`src/rtl/bloco_controle.sv`:
```
// Sequencer for the polynomial datapath: steps X/H/S loads, operand muxes and ULA op
// to evaluate A*K*K + B*K + C (op=0) or A*K + B (op=1), one datapath step per cycle.
module bloco_controle #(
  parameter logic ULA_ADD = 1'b0,
  parameter logic ULA_MUL = 1'b1
) (
  input  logic       clk,
  input  logic       rst,
  input  logic       start,
  input  logic       op,
  output logic       busy,
  output logic       done,
  output logic       LX,
  output logic       LH,
  output logic       LS,
  output logic [1:0] M0,
  output logic [1:0] M1,
  output logic [1:0] M2,
  output logic       H
);

  localparam logic [2:0] IDLE  = 3'd0;
  localparam logic [2:0] LOADX = 3'd1;
  localparam logic [2:0] MUL_A = 3'd2;
  localparam logic [2:0] ADD_B = 3'd3;
  localparam logic [2:0] MUL_X = 3'd4;
  localparam logic [2:0] ADD_C = 3'd5;
  localparam logic [2:0] DONE  = 3'd6;

  logic [2:0] state;
  logic [2:0] nextState;
  logic       opR;

  always_ff @(posedge clk) begin
    if (rst) begin
      state <= IDLE;
      opR   <= 1'b0;
    end else begin
      state <= nextState;
      if (state == IDLE && start) opR <= op;
    end
  end

  always_comb begin
    nextState = state;
    case (state)
      IDLE:    nextState = start ? LOADX : IDLE;
      LOADX:   nextState = MUL_A;
      MUL_A:   nextState = ADD_B;
      ADD_B:   nextState = opR ? DONE : MUL_X;
      MUL_X:   nextState = ADD_C;
      ADD_C:   nextState = DONE;
      DONE:    nextState = IDLE;
      default: nextState = IDLE;
    endcase
  end

  // Moore decode: every output is a function of state (and the captured op) only.
  always_comb begin
    busy = (state != IDLE);
    done = 1'b0;
    LX   = 1'b0;
    LH   = 1'b0;
    LS   = 1'b0;
    M0   = 2'b00;
    M1   = 2'b00;
    M2   = 2'b00;
    H    = ULA_ADD;
    case (state)
      LOADX: LX = 1'b1;
      MUL_A: begin
        M0 = 2'b01;
        H  = ULA_MUL;
        LH = 1'b1;
      end
      ADD_B: begin
        M0 = 2'b10;
        M2 = 2'b11;
        if (opR) LS = 1'b1;
        else     LH = 1'b1;
      end
      MUL_X: begin
        M1 = 2'b01;
        M2 = 2'b11;
        H  = ULA_MUL;
        LH = 1'b1;
      end
      ADD_C: begin
        M0 = 2'b11;
        M2 = 2'b11;
        LS = 1'b1;
      end
      DONE:    done = 1'b1;
      default: ;
    endcase
  end

endmodule

```
`config.mk`:
```
export PLATFORM = sky130hd
export DESIGN_NAME = bloco_controle
export DESIGN_NICKNAME = d
export VERILOG_FILES = /design/src/rtl/bloco_controle.sv
export SDC_FILE = /design/constraint.sdc
export NUM_CORES = 1
export LEC_CHECK = 0
export ABC_AREA = 1
export CAP_MARGIN = 20
export CORE_AREA = 5 5 42 44
export DETAILED_ROUTE_END_ITERATION = 7
export DIE_AREA = 0 0 47 49
export SKIP_LAST_GASP = 1
export SYNTH_ARGS = -nofsm -noshare
export SYNTH_HDL_FRONTEND = slang
export SYNTH_SLANG_ARGS = --single-unit
```
`constraint.sdc`:
```
create_clock -name clk -period 1.2 [get_ports clk]
set_input_delay 0.24 -clock clk [delete_from_list [all_inputs] [get_ports clk]]
set_output_delay 0.24 -clock clk [all_outputs]
set_load 0.03 [all_outputs]
```
Yosys cells after proc, flatten, opt, wreduce, memory -nomap -nowiden
Index checks and enable logic that the tools add are counted.

Input bits: 4. Output and inout bits: 12. Flip-flop bits (word level): 4.

Reduce and logical (&&, ||, !) cells: 5. Muxes and demuxes: 13. Equal/unequal tests: 6.

Operators with widths (number): 3-bit case mux with 6 select lines (1); 3-bit == test (second input constant) (3); 1-bit 2-to-1 mux (7); 3-bit by 2-bit == test with 1-bit output (second input constant) (2); 2-bit case mux with 3 select lines (1); 2-bit 2-to-1 mux (2); 1-bit case mux with 2 select lines (2); 3-bit by 1-bit == test with 1-bit output (second input constant) (1); 3-bit logical NOT (1); 3-bit nonzero test (1); 3-bit OR reduction (1); 2-bit OR reduction (1); 1-bit logical AND (1).

Depth between registers and ports, before layout
Gate-level depths: netlist of run 1.

Word-level depth: 3. Depth in mapped cells: 5. Mapped depth without buffers: 5.

Worst setup path after synthesis of run 1
OpenSTA, ideal clock, no wires.

Path kind: flip-flop to output port. Start point: reg state[0]. End point: out LS. Cell stages (with the launch flop): 3. Required time: 0.960 ns. Arrival time: 1.260 ns. Setup slack: -0.300 ns. Path buffers: 0. Cells stage by stage: dfxtp_1 > nand3_1 > o21ai_0.

Word-level cells in the longest chain between the ends: 2.

RTL lines: from (decl) (line 30) `logic [2:0] state;`; from (signal assigned) (line 39) `state <= nextState;`; 3-bit == test or 3-bit by 2-bit == test with 1-bit output (tied branches) (line 69) `case (state)`; 1-bit case mux with 2 select lines (*) (line 69); to (decl) (line 15) `output logic LS,`.

Every way passes the cells marked *; elsewhere a longest branch is shown, timed or not.

Worst setup path after layout of run 1
Start point: reg state[2]. End point: out LH.

Word-level cells in the longest chain between the ends: 3.

RTL lines: 3-bit == test or 3-bit by 2-bit == test with 1-bit output (tied branches) (line 69); 2-bit OR reduction (no source line); 1-bit case mux with 2 select lines (*) (line 69); to (decl) (line 14) `output logic LH,`.

Marks and branches as above.

==> results of run 1 <==
[per-layer routing]
layer / up-vias / wire [microns] / GRT usage [%]
met5: - / 0 / 0
met4: 0 / 0 / 5.530
met3: 0 / 94 / 2.952
met2: 11 / 367 / 10.63
met1: 133 / 288 / 8.972
li1: 175 / - / -
[cells by family after synthesis]
| family | share of synthesized area [%] |
|---|---|
| simple gates | 42.79 |
| buf+inv | 20.19 |
| flops | 30.77 |
| compound gates | 4.807 |
| other cells | 1.441 |
[report_power, final]
| part | switching, uW | internal (uW) | leakage [uW] |
|---|---|---|---|
| Sequential | 39.7 | 156 | 0.0000350 |
| Clock | 51.6 | 112 | 0.0000138 |
| Combinational | 215 | 163 | 0.000239 |
[layout by cell type (no fill, tap or decap), drive strengths merged]
cell,count
clkbuf,3
buf,17
inv,10
o211ai,1
dfxtp,4
clkdlybuf4s50,3
nand4,1
conb,1
nand2,10
nand3,5
nor2,8
nor3,1
o21ai,1
[worst register-to-register path: cells and delay by family, from the launching register on]
family	cells	cell delay, ps
buffers and inverters	3	240
DFF	1	390
and+or+nand+nor	4	260
[state kept, by name (all words and copies together), names as in the netlist]
register and count:
opR 1, state 3
[final cells by class]
type                       count  area, sq um  area share [%]
multi-input combinational     28        177.7           33.49
timing repair buffer          20        176.4           33.25
sequential                     4        91.34           17.22
inverter                      10        42.54           8.019
clock buffer                   3        22.52           4.245
tap                           16        20.02           3.774
[per-stage QoR]
step / total power (uW) / instance area [sq um] / hold slack, ps / std cells
2_1_floorplan: 392.1 / 289.0 / 305.0 / 44
3_3_place_gp: 505.0 / 414.1 / 555.0 / 73
3_5_place_dp: 506.8 / 414.1 / 559.2 / 73
4_1_cts: 744.2 / 519.2 / 565.2 / 80
5_1_grt: 795.5 / 530.5 / 587.7 / 81
6_report: 736.3 / 530.5 / 560.7 / 81
[repair_timing]
item,in CTS,in global routing
setup endpoints to repair,11,11
setup buffers,4,1
gates resized for setup,16,1
pin swaps,4,1
[worst max-delay path by stage]
stage                         from     to  cells past startpoint
after floorplan           state[2]     LH                      3
after global placement    state[1]  M2[0]                      4
after detailed placement  state[1]  M2[1]                      4
after CTS                 state[2]     LH                      4
after global routing      state[0]     LH                      3
final                     state[2]     LH                      4
==> metrics.md, run 1 <==
| Metric | Value |
|---|---|
| Clock buffer depth | 2 |
| Die Y-Extent | 49 microns |
| Syn Nets | 48 |
| Total negative slack | -967.0 ps |
| Upper clock frequency limit | 747.9 MHz |
| Post-detailed-routing wire length | 750 microns |
| Required arrival time at the worst endpoint | 960 ps |
| Largest delay share family, worst path | flip-flops |
| GRT overflow | 0 |
| Final clock skew | 5.283 ps |
| Wirelength per Cell | 9.259 microns |
| Drt pass-1 iters | 4 |
| Avg Inst Size Synth | 5.915 sq um |
| Count of final setup violators | 11 |
| Worst R2R Path Depth | 7 |
| Hold Path Sink | opR |
| List of most frequent post-synthesis cells | sky130_fd_sc_hd__inv_1 (9), sky130_fd_sc_hd__nand2_1 (8), sky130_fd_sc_hd__nor2_1 (7) |
| Root buf cell | sky130_fd_sc_hd__clkbuf_4 |
| Number of buffers and inverters on the critical path | 2 |
| Cell with the biggest individual delay on the critical path | sky130_fd_sc_hd__dfxtp_4 |
| Cell area after synthesis | 260.3 sq um |
| Worst reg2reg path startpoint | state[1] |
| Number of CTS-inserted buffers | 3 |
| Count of inserted antenna diode cells | 0 |
| Fill count | 156 |
| Vias per Instance | 3.938 |
| Final Hold Vio Count | 0 |
| Async set-or-reset flop fraction in the synthesized netlist | 0% |
| Starting density of the core | 18.57% |
| Standard cell core area | 0.001401 sq mm |
| Share of cells above drive strength 1 | 55.38% |
| CTS Sinks | 4 |
| Number of antenna violations at the first check in global routing | 0 |
| Critical path launch point type | register |
| Setup slack of the most critical reg-to-reg path | 200 ps |
| Wire length of the first global-routing pass | 1.262 mm |
| Later-pin clock latency in the skew report | 230 ps |
| RePlAce Congestion | 0.7788 |
| Row count | 14 |
| Violations in the final reports | setup timing |
| Number of synthesized register bits | 4 |
| Number of global-route vias before repair | 308 |
| Worst Setup Slack, final | -137.1 ps |
| Count of port buffers added during placement | 14 |
| Period Utilization, post-route | 111.4% |
| Antenna Violating Nets Remaining | 0 |
| Synth Instances | 44 |
| Count of max-cap constraint violations | 0 |
| Static Leakage | 0.0002877 uW |
| Fraction of the yosys area taken by sequential cells | 30.77% |
| Yosys top cell by area | sky130_fd_sc_hd__dfxtp_1 |
| P&R area growth vs syn | 103.8% |
| Worst Min Path Start | opR |
| Capturing point of the worst reg2reg path | state[1] |
| Top cells by area in the synthesized netlist | sky130_fd_sc_hd__dfxtp_1 (31%), sky130_fd_sc_hd__inv_1 (13%), sky130_fd_sc_hd__nand2_1 (12%), sky130_fd_sc_hd__nor2_1 (10%), sky130_fd_sc_hd__nand3_1 (9.6%) |
| Element type at the critical path end | output port |
| Hold path cells | 4 |
| VDD IR max | 619.6 uV |
| Proportion of netlist area held by the largest area contributor | 30.77% |
| Count of routing violations after the opening detailed-route iteration | 2 |
| CTS clock-pin slew for the worst setup and hold paths | 40 ps |
| Die footprint | 0.002303 sq mm |
| Number of flops mapped to enable cells by yosys | 0 |
| Pre-CTS setup slack | 41.12 ps |
| All-Layer GR Usage | 7.595% |
| Critical Setup Path Class | reg -> out |
| Count of vias placed by the detailed router | 319 |
| Remaining routing DRC violations | 0 |
| Total number of nets in the final design | 71 |
| Half-perimeter wire length after placement | 622.7 microns |
| Die width | 47 microns |
| Pwr/cell area | 1388 mW/mm^2 |
| CP Data Arrival Time | 1100 ps |
| Hold Buf Count CTS | 0 |
| Cell-by-cell listing of the critical path | inv_4 > nand3_4 > o211ai_1 > buf_4 |
| Cell with the most instances after synthesis | sky130_fd_sc_hd__inv_1 |
| Biggest cell delay along the critical path | 360 ps |
| Result of the run | finished with violations |
| Synth unique cells | 14 |
| Yosys warns | 0 |
| Boundary pin count | 16 |
| Most instantiated flip-flop cell in the synthesis netlist | sky130_fd_sc_hd__dfxtp_1 |
| Count of pins over their slew limit | 0 |
| Largest driver fanout on the critical path | 4 |
| Worst Hold Class | reg -> reg |
| Largest net degree at the start of global routing | 7 |
| Final critical-path required period | 1337 ps |
| Unrepaired setup endpoints after global routing | yes |
| H-tree levels | 1 |
| TritonCTS clock tree | yes |
| Final core utilization | 37.86% |
No activity file was read; power rests on OpenSTA's default activity.
==> run 2, diff against run 1 <==
--- a/config.mk
+++ b/config.mk
@@ -8,6 +8,7 @@
 export ABC_AREA = 1
 export CAP_MARGIN = 20
 export CORE_AREA = 5 5 42 44
+export CTS_BUF_LIST = sky130_fd_sc_hd__clkbuf_4
 export DETAILED_ROUTE_END_ITERATION = 7
 export DIE_AREA = 0 0 47 49
 export SKIP_LAST_GASP = 1
==> results of run 2 <==
Same layout as run 1: the final DEF is identical, and so are final timing and power.
==> run 3, diff against run 2 <==
--- a/config.mk
+++ b/config.mk
@@ -6,11 +6,13 @@
 export NUM_CORES = 1
 export LEC_CHECK = 0
 export ABC_AREA = 1
+export ABC_CLOCK_PERIOD_IN_PS = 1550
 export CAP_MARGIN = 20
 export CORE_AREA = 5 5 42 44
 export CTS_BUF_LIST = sky130_fd_sc_hd__clkbuf_4
 export DETAILED_ROUTE_END_ITERATION = 7
 export DIE_AREA = 0 0 47 49
+export SETUP_SLACK_MARGIN = 0.2
 export SKIP_LAST_GASP = 1
 export SYNTH_ARGS = -nofsm -noshare
 export SYNTH_HDL_FRONTEND = slang
==> constraint.sdc (replaced) <==
create_clock -name clk -period 1.55 [get_ports clk]
set_input_delay 0.31 -clock clk [delete_from_list [all_inputs] [get_ports clk]]
set_output_delay 0.31 -clock clk [all_outputs]
set_load 0.03 [all_outputs]
==> run 3 against run 2 <==
Compared with the run above:
- the flow now finishes without violations
- flip-flop and latch count unchanged
- non-clock buffer count increased by 4
- critical path depth increased by 1
==> metrics.md, run 3 (same netlist as run 1, synthesis figures left out) <==
| Metric | Value |
|---|---|
| Flip-flop count of the largest register after layout | 3 |
| Worst Hold Class | reg -> reg |
| Final non-filler cell total | 85 |
| Fill count | 152 |
| Wire length of the first global-routing pass | 1.421 mm |
| Row count | 14 |
| GRT overflow | 0 |
| Count of final setup violators | 0 |
| Pwr/cell area | 1044 mW/mm^2 |
| Result of the run | completed |
| Remaining routing DRC violations | 0 |
| Root buf cell | sky130_fd_sc_hd__clkbuf_4 |
| Largest Register | state |
| Required arrival time at the worst endpoint | 1240 ps |
| Vias per Instance | 4.153 |
| Largest driver fanout on the critical path | 4 |
| Die footprint | 0.002303 sq mm |
| P&R area growth vs syn | 129.3% |
| Count of pins over their slew limit | 0 |
| Count of port buffers added during placement | 14 |
| Half-perimeter wire length after placement | 644.9 microns |
| Starting density of the core | 18.57% |
| Count of routing violations after the opening detailed-route iteration | 0 |
| Post-detailed-routing wire length | 923 microns |
| Count of max-cap constraint violations | 0 |
| CP Data Arrival Time | 1170 ps |
| Clock buffer depth | 2 |
| Final Hold Vio Count | 0 |
| Standard cell core area | 0.001401 sq mm |
| Critical Setup Path Class | reg -> out |
| Number of CTS-inserted buffers | 3 |
| Count of vias placed by the detailed router | 353 |
| Number of global-route vias before repair | 355 |
| Later-pin clock latency in the skew report | 240 ps |
| Total number of nets in the final design | 75 |
| Antenna Violating Nets Remaining | 0 |
| Largest net degree at the start of global routing | 6 |
| Boundary pin count | 16 |
| Static Leakage | 0.0003227 uW |
| RePlAce Congestion | 0.7521 |
| Leading cell type in the layout, fill and taps excluded | sky130_fd_sc_hd__buf_6 |
| Die Y-Extent | 49 microns |
| VDD IR max | 374.4 uV |
| Unrepaired setup endpoints after global routing | yes |
| CTS clock-pin slew for the worst setup and hold paths | 40 ps |
| Drt pass-1 iters | 1 |
| All-Layer GR Usage | 8.656% |
| Period Utilization, post-route | 95.81% |
| Upper clock frequency limit | 673.4 MHz |
| Hold Buf Count CTS | 0 |
| Top Registers | state: 3 flops, opR: 1 flops |
| TritonCTS clock tree | yes |
| Critical path launch point type | register |
| Most frequent cells in the layout | sky130_fd_sc_hd__buf_6 (10), sky130_fd_sc_hd__buf_4 (9), sky130_fd_sc_hd__inv_1 (8) |
| Number of antenna violations at the first check in global routing | 0 |
| Share of cells above drive strength 1 | 56.52% |
| Final clock skew | 4.472 ps |
| Final critical-path required period | 1485 ps |
| Wirelength per Cell | 10.86 microns |
| Element type at the critical path end | output port |
| Die width | 47 microns |
| H-tree levels | 1 |
| Count of placed standard cells including taps | 75 |
| Placed cell area | 426.7 sq um |
| Count of inserted antenna diode cells | 0 |
| CTS Sinks | 4 |
| Post-route cell area | 596.8 sq um |
==> run 3: cell count changes in the layout (fill, tap and decap cells not counted), moves of 2 or more <==
cell	previous run	this run
sky130_fd_sc_hd__dfxtp_4	3	1
sky130_fd_sc_hd__buf_4	12	9
sky130_fd_sc_hd__nand2_4	0	2
sky130_fd_sc_hd__dfxtp_2	0	2
sky130_fd_sc_hd__nand2_2	4	2
sky130_fd_sc_hd__buf_6	5	10
==> run 3: power breakdown <==
part           total, uW  internal [uW]  switching [uW]
Combinational        359            158             202
Clock                133           86.9            46.6
Sequential           130            119            11.7
==> run 3: layer usage <==
metal / vias up / track usage (%) / part of all wire (%)
met4: 0 / 5.530 / 0
met5: - / 0 / 0
met2: 8 / 14.25 / 59
li1: 180 / - / -
met1: 165 / 9.211 / 34
met3: 0 / 2.214 / 6.7
==> run 3: metrics by stage <==
stage               setup WS [ps]  util (%)  total power, uW  hold slack, ps  TNS [ps]
floorplan                   126.4         -            301.8           375.0         0
global placement            103.1     30.45            402.9           556.1         0
detailed placement          90.56     30.45            406.7           565.5         0
CTS                         62.34     41.25            606.5           574.5         0
global route               -9.591     42.59            662.4           666.5    -9.591
finish                      65.02     42.59            623.2           580.6         0
==> run 3: worst max-delay path, stage by stage, from the launching register on <==
cell,delay [ps]
sky130_fd_sc_hd__dfxtp_2,320
sky130_fd_sc_hd__buf_6,120
sky130_fd_sc_hd__inv_2,100
sky130_fd_sc_hd__nand3_4,110
sky130_fd_sc_hd__o21ai_1,100
sky130_fd_sc_hd__buf_4,180
==> run 3: timing repair <==
action | CTS | global route
setup buffers | 7 | 0
setup endpoints to repair | 11 | 11
pin swaps | 3 | 1
gates resized for setup | 17 | 8
==> run 3: worst paths after layout <==
check	startpoint	to	cells after the start	slack [ps]
worst max-delay path	state[1]	LS	5	70
worst min-delay path	opR	opR	4	580
worst max register to register	state[2]	state[0]	7	500
worst min register to register	opR	opR	4	580
==> run 3: cell type report <==
| class | instances | area [sq um] | area share (%) |
|---|---|---|---|
| clock buffers | 3 | 22.52 | 3.774 |
| inverters | 10 | 40.04 | 6.709 |
| repair buffers | 24 | 235.2 | 39.41 |
| multi-input cells | 28 | 192.7 | 32.29 |
| flip-flops and latches | 4 | 86.33 | 14.47 |
| well taps | 16 | 20.02 | 3.354 |
